--- src/rtl/pcie_seg_stream_monitor_pkg.sv ---
// Shared definitions for the segmented Avalon-ST TLP stream monitor:
// error bit positions, per-segment framing state and TLP length decode.
package pcie_mon_pkg;

    localparam int ERR_SOP_IN_PKT   = 0;
    localparam int ERR_NO_SOP       = 1;
    localparam int ERR_READY_VIOL   = 2;
    localparam int ERR_EMPTY_NO_EOP = 3;
    localparam int ERR_LEN_MISMATCH = 4;
    localparam int ERR_W            = 5;

    localparam logic [10:0] DW_ACC_MAX = 11'd2047;

    typedef enum logic {
        IDLE = 1'b0,
        PKT  = 1'b1
    } seg_state_t;

    // Total DWs a TLP should occupy: header (3 or 4 DW) plus payload when fmt says "with data".
    function automatic logic [10:0] tlp_expected_dw(input logic [31:0] dw0);
        logic [2:0]  fmt;
        logic [10:0] len;
        logic [10:0] hdr;
        fmt = dw0[31:29];
        len = (dw0[9:0] == 10'd0) ? 11'd1024 : {1'b0, dw0[9:0]};
        hdr = fmt[0] ? 11'd4 : 11'd3;
        return hdr + (fmt[1] ? len : 11'd0);
    endfunction

endpackage

--- src/rtl/pcie_seg_stream_monitor_if.sv ---
// Segmented Avalon-ST TLP stream bundle; the monitor attaches through the
// all-input monitor modport.
interface pcie_seg_stream_monitor_if #(
    parameter int SEG_COUNT       = 2,
    parameter int SEG_DATA_WIDTH  = 256,
    parameter int SEG_EMPTY_WIDTH = $clog2(SEG_DATA_WIDTH/32)
);
    logic [SEG_COUNT*SEG_DATA_WIDTH-1:0]  st_data;
    logic [SEG_COUNT*SEG_EMPTY_WIDTH-1:0] st_empty;
    logic [SEG_COUNT-1:0]                 st_sop;
    logic [SEG_COUNT-1:0]                 st_eop;
    logic [SEG_COUNT-1:0]                 st_valid;
    logic                                 st_ready;

    modport master (
        output st_data, st_empty, st_sop, st_eop, st_valid,
        input  st_ready
    );

    modport slave (
        input  st_data, st_empty, st_sop, st_eop, st_valid,
        output st_ready
    );

    modport monitor (
        input st_data, st_empty, st_sop, st_eop, st_valid, st_ready
    );

endinterface

--- src/rtl/pcie_seg_stream_monitor_st_ready_delay.sv ---
// Delays st_ready by READY_LATENCY cycles to give the cycle in which the
// source is permitted to assert st_valid.
module st_ready_delay #(
    parameter int READY_LATENCY = 3
) (
    input  logic clk,
    input  logic rst,
    input  logic i_ready,
    output logic o_permitted
);

    generate
        if (READY_LATENCY == 0) begin : g_bypass
            assign o_permitted = i_ready;
        end else begin : g_delay
            logic [READY_LATENCY-1:0] r_sr;

            always_ff @(posedge clk or negedge rst) begin
                if (!rst) begin
                    r_sr <= '0;
                end else begin
                    r_sr[0] <= i_ready;
                    for (int unsigned i = 1; i < READY_LATENCY; i++) begin
                        r_sr[i] <= r_sr[i-1];
                    end
                end
            end

            assign o_permitted = r_sr[READY_LATENCY-1];
        end
    endgenerate

endmodule

--- src/rtl/pcie_seg_stream_monitor.sv ---
// Passive monitor for segmented PCIe TLP streams: tracks framing across
// segments/cycles, checks length against DW0, counts TLPs/DWs, flags errors.
module pcie_seg_stream_monitor
    import pcie_mon_pkg::*;
#(
    parameter int SEG_COUNT       = 2,
    parameter int SEG_DATA_WIDTH  = 256,
    parameter int SEG_EMPTY_WIDTH = $clog2(SEG_DATA_WIDTH/32),
    parameter int READY_LATENCY   = 3,
    parameter int CNT_WIDTH       = 32
) (
    input  logic                     clk,
    input  logic                     rst,
    pcie_seg_stream_monitor_if.monitor st,
    input  logic                     clear,
    output logic [CNT_WIDTH-1:0]     tlp_count,
    output logic [CNT_WIDTH-1:0]     dw_count,
    output logic [ERR_W-1:0]         err_sticky,
    output logic                     err_pulse,
    output logic [CNT_WIDTH-1:0]     first_err_cycle,
    output logic                     in_pkt
);

    localparam logic [10:0]          SEG_DW  = 11'(SEG_DATA_WIDTH/32);
    localparam logic [CNT_WIDTH-1:0] CNT_MAX = '1;

    seg_state_t                 r_state, w_state_nxt;
    logic [10:0]                r_exp, w_exp_nxt;
    logic [10:0]                r_acc, w_acc_nxt;
    logic [10:0]                w_obs;
    logic [SEG_EMPTY_WIDTH-1:0] w_empty;
    logic [ERR_W-1:0]           w_err;
    logic [CNT_WIDTH-1:0]       w_tlp_nxt, w_dw_nxt;
    logic [CNT_WIDTH-1:0]       r_tlp, r_dw, r_cycle, r_first;
    logic [ERR_W-1:0]           r_err;
    logic                       r_pulse;
    logic                       w_permitted;
    logic                       w_unused_data;

    // Only DW0 of each segment is decoded; the rest of the payload is observed but not checked.
    assign w_unused_data = ^st.st_data;

    function automatic logic [CNT_WIDTH-1:0] cnt_add_sat(
        input logic [CNT_WIDTH-1:0] a,
        input logic [10:0]          b
    );
        logic [CNT_WIDTH:0] sum;
        sum = {1'b0, a} + (CNT_WIDTH+1)'(b);
        return sum[CNT_WIDTH] ? CNT_MAX : sum[CNT_WIDTH-1:0];
    endfunction

    function automatic logic [10:0] acc_add_sat(input logic [10:0] a, input logic [10:0] b);
        logic [11:0] sum;
        sum = {1'b0, a} + {1'b0, b};
        return sum[11] ? DW_ACC_MAX : sum[10:0];
    endfunction

    st_ready_delay #(
        .READY_LATENCY (READY_LATENCY)
    ) u_ready_delay (
        .clk         (clk),
        .rst         (rst),
        .i_ready     (st.st_ready),
        .o_permitted (w_permitted)
    );

    // Segment state ripples from segment 0 upward so several TLPs may start/end in one beat.
    always_comb begin
        w_state_nxt = r_state;
        w_exp_nxt   = r_exp;
        w_acc_nxt   = r_acc;
        w_obs       = '0;
        w_empty     = '0;
        w_err       = '0;
        w_tlp_nxt   = r_tlp;
        w_dw_nxt    = r_dw;

        w_err[ERR_READY_VIOL] = (|st.st_valid) && !w_permitted;

        for (int unsigned s = 0; s < SEG_COUNT; s++) begin
            if (st.st_valid[s]) begin
                w_empty = st.st_empty[s*SEG_EMPTY_WIDTH +: SEG_EMPTY_WIDTH];
                w_obs   = st.st_eop[s] ? SEG_DW - 11'(w_empty) : SEG_DW;

                if ((w_empty != '0) && !st.st_eop[s]) begin
                    w_err[ERR_EMPTY_NO_EOP] = 1'b1;
                end

                if (st.st_sop[s]) begin
                    if (w_state_nxt == PKT) begin
                        w_err[ERR_SOP_IN_PKT] = 1'b1;
                    end
                    w_exp_nxt   = tlp_expected_dw(st.st_data[s*SEG_DATA_WIDTH +: 32]);
                    w_acc_nxt   = w_obs;
                    w_state_nxt = PKT;
                end else if (w_state_nxt == PKT) begin
                    w_acc_nxt = acc_add_sat(w_acc_nxt, w_obs);
                end else begin
                    w_err[ERR_NO_SOP] = 1'b1;
                end

                if (st.st_eop[s] && (w_state_nxt == PKT)) begin
                    if (w_acc_nxt != w_exp_nxt) begin
                        w_err[ERR_LEN_MISMATCH] = 1'b1;
                    end
                    w_tlp_nxt   = cnt_add_sat(w_tlp_nxt, 11'd1);
                    w_dw_nxt    = cnt_add_sat(w_dw_nxt, w_acc_nxt);
                    w_state_nxt = IDLE;
                end
            end
        end
    end

    always_ff @(posedge clk or negedge rst) begin
        if (!rst) begin
            r_state <= IDLE;
            r_exp   <= '0;
            r_acc   <= '0;
        end else begin
            r_state <= w_state_nxt;
            r_exp   <= w_exp_nxt;
            r_acc   <= w_acc_nxt;
        end
    end

    // Clear drops this cycle's completions but keeps this cycle's errors as the new first error.
    always_ff @(posedge clk or negedge rst) begin
        if (!rst) begin
            r_cycle <= '0;
            r_tlp   <= '0;
            r_dw    <= '0;
            r_err   <= '0;
            r_pulse <= 1'b0;
            r_first <= '0;
        end else begin
            r_cycle <= (r_cycle == CNT_MAX) ? r_cycle : r_cycle + 1'b1;
            r_pulse <= |w_err;
            if (clear) begin
                r_tlp   <= '0;
                r_dw    <= '0;
                r_err   <= w_err;
                r_first <= (|w_err) ? r_cycle : '0;
            end else begin
                r_tlp <= w_tlp_nxt;
                r_dw  <= w_dw_nxt;
                r_err <= r_err | w_err;
                if ((r_err == '0) && (|w_err)) begin
                    r_first <= r_cycle;
                end
            end
        end
    end

    assign tlp_count       = r_tlp;
    assign dw_count        = r_dw;
    assign err_sticky      = r_err;
    assign err_pulse       = r_pulse;
    assign first_err_cycle = r_first;
    assign in_pkt          = (r_state == PKT);

endmodule

--- src/flat_wrapper.sv ---
// flat-port wrapper written by rule: the top's interface ports become plain ports
module pcie_seg_stream_monitor_flat import pcie_mon_pkg::*;
#(
    parameter int SEG_COUNT       = 2,
    parameter int SEG_DATA_WIDTH  = 256,
    parameter int SEG_EMPTY_WIDTH = $clog2(SEG_DATA_WIDTH/32),
    parameter int READY_LATENCY   = 3,
    parameter int CNT_WIDTH       = 32
)
  (clk, rst, clear, tlp_count, dw_count, err_sticky, err_pulse, first_err_cycle, in_pkt, st_st_data, st_st_empty, st_st_sop, st_st_eop, st_st_valid, st_st_ready);
  pcie_seg_stream_monitor_if #(.SEG_COUNT(SEG_COUNT), .SEG_DATA_WIDTH(SEG_DATA_WIDTH), .SEG_EMPTY_WIDTH(SEG_EMPTY_WIDTH)) st_i ();
  input  logic clk;
  input  logic rst;
  input  logic clear;
  output logic [CNT_WIDTH-1:0] tlp_count;
  output logic [CNT_WIDTH-1:0] dw_count;
  output logic [ERR_W-1:0] err_sticky;
  output logic err_pulse;
  output logic [CNT_WIDTH-1:0] first_err_cycle;
  output logic in_pkt;
  input wire logic [$bits(st_i.st_data)-1:0] st_st_data;
  input wire logic [$bits(st_i.st_empty)-1:0] st_st_empty;
  input wire logic [$bits(st_i.st_sop)-1:0] st_st_sop;
  input wire logic [$bits(st_i.st_eop)-1:0] st_st_eop;
  input wire logic [$bits(st_i.st_valid)-1:0] st_st_valid;
  input wire logic [$bits(st_i.st_ready)-1:0] st_st_ready;
  assign st_i.st_data = st_st_data;
  assign st_i.st_empty = st_st_empty;
  assign st_i.st_sop = st_st_sop;
  assign st_i.st_eop = st_st_eop;
  assign st_i.st_valid = st_st_valid;
  assign st_i.st_ready = st_st_ready;
  pcie_seg_stream_monitor #(.SEG_COUNT(SEG_COUNT), .SEG_DATA_WIDTH(SEG_DATA_WIDTH), .SEG_EMPTY_WIDTH(SEG_EMPTY_WIDTH), .READY_LATENCY(READY_LATENCY), .CNT_WIDTH(CNT_WIDTH)) u_core (.clk(clk), .rst(rst), .st(st_i), .clear(clear), .tlp_count(tlp_count), .dw_count(dw_count), .err_sticky(err_sticky), .err_pulse(err_pulse), .first_err_cycle(first_err_cycle), .in_pkt(in_pkt));
endmodule
--- config.mk ---
export PLATFORM = sky130hd
export DESIGN_NAME = pcie_seg_stream_monitor_flat
export DESIGN_NICKNAME = d
export VERILOG_FILES = /design/src/rtl/pcie_seg_stream_monitor_pkg.sv /design/src/rtl/pcie_seg_stream_monitor_if.sv /design/src/rtl/pcie_seg_stream_monitor_st_ready_delay.sv /design/src/rtl/pcie_seg_stream_monitor.sv /design/src/flat_wrapper.sv
export SDC_FILE = /design/constraint.sdc
export NUM_CORES = 1
export LEC_CHECK = 0
export ABC_AREA = 1
export CAP_MARGIN = 40
export CORE_AREA = 10 10 235 237
export CTS_CLUSTER_DIAMETER = 80
export DETAILED_ROUTE_END_ITERATION = 10
export DIE_AREA = 0 0 245 247
export GPL_ROUTABILITY_DRIVEN = 0
export HOLD_SLACK_MARGIN = 0.15
export PLACE_DENSITY = 0.65
export SLEW_MARGIN = 15
export SYNTH_ARGS = -nofsm -noshare
export SYNTH_HDL_FRONTEND = slang
export SYNTH_SLANG_ARGS = --single-unit
--- constraint.sdc ---
create_clock -name clk -period 5.35 [get_ports clk]
set_input_delay 1.07 -clock clk [delete_from_list [all_inputs] [get_ports clk]]
set_output_delay 1.07 -clock clk [all_outputs]
set_load 0.01 [all_outputs]
# [Word-level counts from Yosys, hierarchy flattened]
# Index checks and enable logic that the tools add are counted.
[op_classes] addsub=11 n_eq_ne=3 n_mux=68 bitwise_logic=1 n_reduce_logical=17
[ops] cell="2-to-1 mux 32 bit" count=17
[ops] cell="2-to-1 mux 11 bit" count=22
[ops] cell="adder 32 x 1 -> 33 bit, second input constant" count=2
[ops] cell="adder 32 x 11 -> 33 bit" count=2
[ops] cell="adder 32 x 1 -> 32 bit, second input constant" count=1
[ops] cell="equality test 32 bit, second input constant" count=1
[ops] cell="adder 11 x 11 -> 12 bit" count=2
[ops] cell="adder 11 bit" count=2
[ops] cell="2-to-1 mux 1 bit" count=22
[ops] cell="inequality test 11 bit" count=2
[ops] cell="zero test 10 bit" count=2
[ops] cell="subtractor 4 x 3 -> 5 bit, first input constant" count=2
[ops] cell="2-to-1 mux 2 bit" count=4
[ops] cell="logical AND 1 bit" count=6
[ops] cell="2-to-1 mux 3 bit" count=2
[ops] cell="nonzero test 3 bit" count=2
[ops] cell="zero test 5 bit" count=1
[ops] cell="2-to-1 mux 5 bit" count=1
[ops] cell="OR 5 bit" count=1
[ops] cell="OR reduction 5 bit" count=1
[ops] cell="zero test 1 bit" count=3
[ops] cell="nonzero test 2 bit" count=1
[ops] cell="OR reduction 2 bit" count=1
[word_totals] register_bits=160 inputBits=528 output_inout_bits=103

# [Depth between registers and ports, before layout]
[logic_depth] depth_word=21 depth_mapped=52 ltp_nobuf=52

# [Hierarchy]
# From an unflattened synthesis, not the netlist that was laid out.
[unflattened] cells_unflattened=1973 hier_area_um2=13524.2
[by_module_without_submodules] module="pcie_seg_stream_monitor" instances=1 cells_each=1970 area_each_um2=13449.1
[by_module_without_submodules] module="st_ready_delay" instances=1 cells_each=3 area_each_um2=75.1

# [Least setup slack after synthesis]
# OpenSTA, ideal clock, no wires.
[synth_timing] path_type="input to register" start="in st_st_empty[0]" end="reg u_core.r_dw[31], in the netlist u_core.dw_count[31]" arrival_time_ns=6.669 required_ns=5.229 path_slack_ns=-1.440 path_stages=49 n_path_buf=0 path_cell_list="inv_1 ha_1 ha_1 nand2_1 inv_1 ha_1 nand2_1 nand3b_1 nand2_2 nand2_2 nand2_4 nand2_1 nand3b_1 nand2_1 inv_1 ha_1 inv_1 fa_1 (+13 left out) nand2_1 a21oi_1 o21bai_1 a21oi_1 o21bai_1 a31oi_1 o21ai_0 nand2_1 nand2_1 nand2_1 nor2_1 nand4_1 nor2_2 nand3_1 nand2_1 nand2_1 nor2_1 nor2_1"
[synth_via] elab_chain_len=18
[synth_lines] element="start: declaration" line="flat_wrapper.sv:22" text="input wire logic [$bits(st_i.st_empty)-1:0] st_st_empty;"
[synth_lines] element="subtractor 4 x 3 -> 5 bit (*)" line="pcie_seg_stream_monitor.sv:83" text="w_obs = st.st_eop[s] ? SEG_DW - 11'(w_empty) : SEG_DW;"
[synth_lines] element="2-to-1 mux 11 bit (*)" line="pcie_seg_stream_monitor.sv:83"
[synth_lines] element="adder 11 x 11 -> 12 bit" line="pcie_seg_stream_monitor.sv:54" text="sum = {1'b0, a} + {1'b0, b};"
[synth_lines] element="2-to-1 mux 11 bit" line="pcie_seg_stream_monitor.sv:55" text="return sum[11] ? DW_ACC_MAX : sum[10:0];"
[synth_lines] element="2-to-1 mux 11 bit" line="pcie_seg_stream_monitor.sv:96" text="end else if (w_state_nxt == PKT) begin"
[synth_lines] element="2-to-1 mux 11 bit (*)" line="pcie_seg_stream_monitor.sv:89" text="if (st.st_sop[s]) begin"
[synth_lines] element="2-to-1 mux 11 bit (*)" line="pcie_seg_stream_monitor.sv:81" text="if (st.st_valid[s]) begin"
[synth_lines] element="2-to-1 mux 11 bit" line="pcie_seg_stream_monitor.sv:81"
[synth_lines] element="(+2 left out)"
[synth_lines] element="2-to-1 mux 11 bit" line="pcie_seg_stream_monitor.sv:96"
[synth_lines] element="2-to-1 mux 11 bit" line="pcie_seg_stream_monitor.sv:89"
[synth_lines] element="2-to-1 mux 11 bit" line="pcie_seg_stream_monitor.sv:81"
[synth_lines] element="adder 32 x 11 -> 33 bit" line="pcie_seg_stream_monitor.sv:48" text="sum = {1'b0, a} + (CNT_WIDTH+1)'(b);"
[synth_lines] element="2-to-1 mux 32 bit" line="pcie_seg_stream_monitor.sv:49" text="return sum[CNT_WIDTH] ? CNT_MAX : sum[CNT_WIDTH-1:0];"
[synth_lines] element="2-to-1 mux 32 bit" line="pcie_seg_stream_monitor.sv:102" text="if (st.st_eop[s] && (w_state_nxt == PKT)) begin"
[synth_lines] element="2-to-1 mux 32 bit (*)" line="pcie_seg_stream_monitor.sv:81"
[synth_lines] element="2-to-1 mux 32 bit (*)" line="pcie_seg_stream_monitor.sv:138" text="if (clear) begin"
[synth_lines] element="end signal: assignment" line="pcie_seg_stream_monitor.sv:145" text="r_dw <= w_dw_nxt;"
[synth_lines] element="end: declaration" line="pcie_seg_stream_monitor.sv:34" text="logic [CNT_WIDTH-1:0] r_tlp, r_dw, r_cycle, r_first;"
# Every way passes the cells marked *; elsewhere a longest branch is shown, timed or not. The select of a mux whose other input is x is not followed.
# A chain may end at the register's enable or synchronous reset.

# [Worst setup path after layout]
[layout_timing] start="in st_st_empty[1]" end="reg u_core.r_dw[31], in the netlist u_core.dw_count[31]"
# The elaborated chain is that of the path after synthesis.

==> results <==
-- through the flow --
| step | total power [mW] | instances | area (um2) |
|---|---|---|---|
| 3_5_place_dp | 2.46 | 2957 | 17500 |
| 6_report | 3.83 | 3048 | 19300 |
| 5_1_grt | 4.02 | 3048 | 19300 |
| 3_3_place_gp | 2.43 | 2957 | 17500 |
| 2_1_floorplan | 1.92 | 1982 | 13900 |
| 4_1_cts | 3.75 | 3023 | 18600 |
-- state kept, by name, indices dropped and copies added, names as in the netlist, 3 cells and up --
signal,flops
u_core.r_exp,11
u_core.r_cycle,32
u_core.tlp_count,32
u_core.first_err_cycle,32
u_core.u_ready_delay.g_delay.r_sr,3
u_core.dw_count,32
u_core.r_acc,11
u_core.err_sticky,5
-- power by group through the flow --
stage | sequential, mW | combinational [mW] | clock (mW)
after floorplan | 1.36 | 0.564 | 0
after global placement | 1.37 | 1.07 | 0
after detailed placement | 1.37 | 1.09 | 0
after CTS | 1.35 | 1.20 | 1.20
after global routing | 1.35 | 1.42 | 1.24
final | 1.35 | 1.31 | 1.17
-- cell type report --
type | instances | share of cell area, %
diodes | 3 | 0.0389
clock buffers | 18 | 2.28
clock inverters | 13 | 0.538
inverters | 301 | 6.03
multi-input cells | 1454 | 46.7
flip-flops and latches | 160 | 20.8
well taps | 680 | 4.41
repair buffers | 419 | 19.3
-- worst paths after layout --
kind	end	depth (start not counted)
worst min register to register	u_core.u_ready_delay.g_delay.r_sr[2]	0
worst min-delay path	u_core.u_ready_delay.g_delay.r_sr[2]	0
min in group asynchronous	u_core.dw_count[20]	1
max in group asynchronous	u_core.r_cycle[18]	2
worst max-delay path	u_core.dw_count[31]	50
worst max register to register	u_core.dw_count[31]	44
-- metal layers --
layer / vias to the layer above / GRT usage (%) / wire, um
met2: 496 / 28.5 / 25300
met3: 118 / 3.84 / 3500
met1: 7118 / 19.0 / 20900
met4: 4 / 8.97 / 2520
met5: - / 0 / 31
li1: 7235 / - / -
-- critical path: cells and delay by family --
family | cells | cell delay [ps]
and+or+nand+nor | 26 | 2360
buffers and inverters | 7 | 390
AOI/OAI and AO/OA | 11 | 1630
adders and majority gates | 6 | 1330
-- cell usage in the layout (no fill, tap or decap), drive strengths merged, types with 6 or more instances in the layout --
cell type,count
clkbuf,20
a21oi,60
buf,280
clkinv,11
or2,13
a21o,6
ha,43
o21bai,9
a31oi,22
nand2,501
dfrtp,160
clkdlybuf4s50,135
o22ai,14
nand3b,6
nand3,171
o221ai,11
o211ai,38
inv,303
o21ai,120
nor4,16
nor2,177
xor2,64
nand4,44
nor3,56
xnor2,45
-- logic make-up after synthesis --
logic type / count (synthesis) / share of synthesized area [%]
buf+inv: 368 / 10.9
simple gates: 995 / 34.8
mux: 1 / 0.0819
flops: 160 / 29.1
compound gates: 301 / 13.5
xor+xnor: 109 / 6.94
fa+ha+maj: 48 / 4.64
-- what timing repair did --
action / 4_1_cts / 5_1_grt
pin swaps: 58 / 64
buffers inserted: 37 / 20
endpoints found under the hold margin: 0 / 0
cloned: 1 / 2
setup endpoints to repair: 66 / 65
resized for setup: 80 / 90
==> metrics.txt <==
vias in the first global route=14.8k; largest net degree at the start of global routing=88; Logic pwr share=34.3%; clk root buf=clkbuf_16; ys async rst share=100%; worst min path class=flop to flop; Critical Path Start Type=primary input; Placement Rows=83; sequential share of power=35.2%; CP startpoint=st_st_empty[1]; Layout area overhead=40.2%; Yosys reg bits=160; count leader, synth=nand2_1; min-delay src=u_core.u_ready_delay.g_delay.r_sr[1]; Via density=4.91; Setup Skew=15.1 ps; CP Max Fanout=5; CP Class=primary input to flop; Die H=247 um; Fin Hold WS=358 ps; final setup margin=-1090 ps; Hold Violations, Final=0; Avg Synthesized Cell Area=6.94 um2; Clk pwr share=30.6%; IO buf count=142; Post-Route WL=52300 um; maximum clock insertion buffer count=2; Hold Buf Count CTS=0; total negative setup slack=-29480 ps; Pins Over Slew Limit=0; remaining global-route overflow=0; Synth warnings=0; Post-Syn Area=13800 um2; Vias=15.0k; initial core utilization=27.1%; Iteration-0 DRC Markers=1016; RSZ-0062 raised after global routing=true; Fillers=5169; Period minus WS final=6440 ps; predominant post-synthesis flop cell=dfrtp_1; P per Cell Area=199 nW/um2; initial antenna violation count=5; CTS sink cnt=160; first-pass GRT wire length=80200 um; Post-Syn Instances=1982; most frequent cells after synthesis=nand2_1 (476), inv_1 (277), dfrtp_1 (160); sequential share of the synthesized area=29.1%; Slowest cell on crit path=fa_2; Final Util=38.1%; Routed WL per cell=17.2 um; critical path arrival=6770 ps; max incr delay on CP=340 ps; area of the multi-input gates=9010 um2; Final nets=2929; drt pass-1 iters=8; number of max-cap violations=0; Detail Route Antenna Nets=0; Die Width=245 um; CP most frequent cell=nand2_2; Core Region=50700 um2; Distinct cells, synth=68; Residual DRC=0; H-tree depth=4; clk_lat worst skew=450 ps; hpwl dp=40000 um; Worst-path clk slew=70 ps; CTS tree=built; post-synth top area cell=dfrtp_1; fin crit share=120%; DP Worst Slack=-2290 ps; highest clock rate=0.155 GHz; required time of the worst setup path=5680 ps; VDD IR max=0.000186 V; failing checks=setup timing; DIE AREA=60500 um2; share of cells above drive strength 1=24.8%; Seq. cell area=4000 um2; Sw Ratio=35.2%; Post-synth EDFFs=0; CTS Buf Count=17; dominant cells by area after synthesis=dfrtp_1 (29%), nand2_1 (13%), inv_1 (7.6%); Worst R2R Start=u_core.r_acc[2]; Critical Path End Type=flop; Reg2Reg Setup Slack=-300 ps; final setup violating endpoints=54; LEAKAGE=9.02 nW; worst slew pin tran=763 ps; GRT Overall Usage=16.7%; syn nets=2558; Slew Limit Headroom=49.2%; Pint=2.48 mW; Switch Pwr=1.35 mW; status=complete, but fails checks; Yosys top cell area share=29.1%; boundary pin count=631
Power figures use the tool's default switching activity.
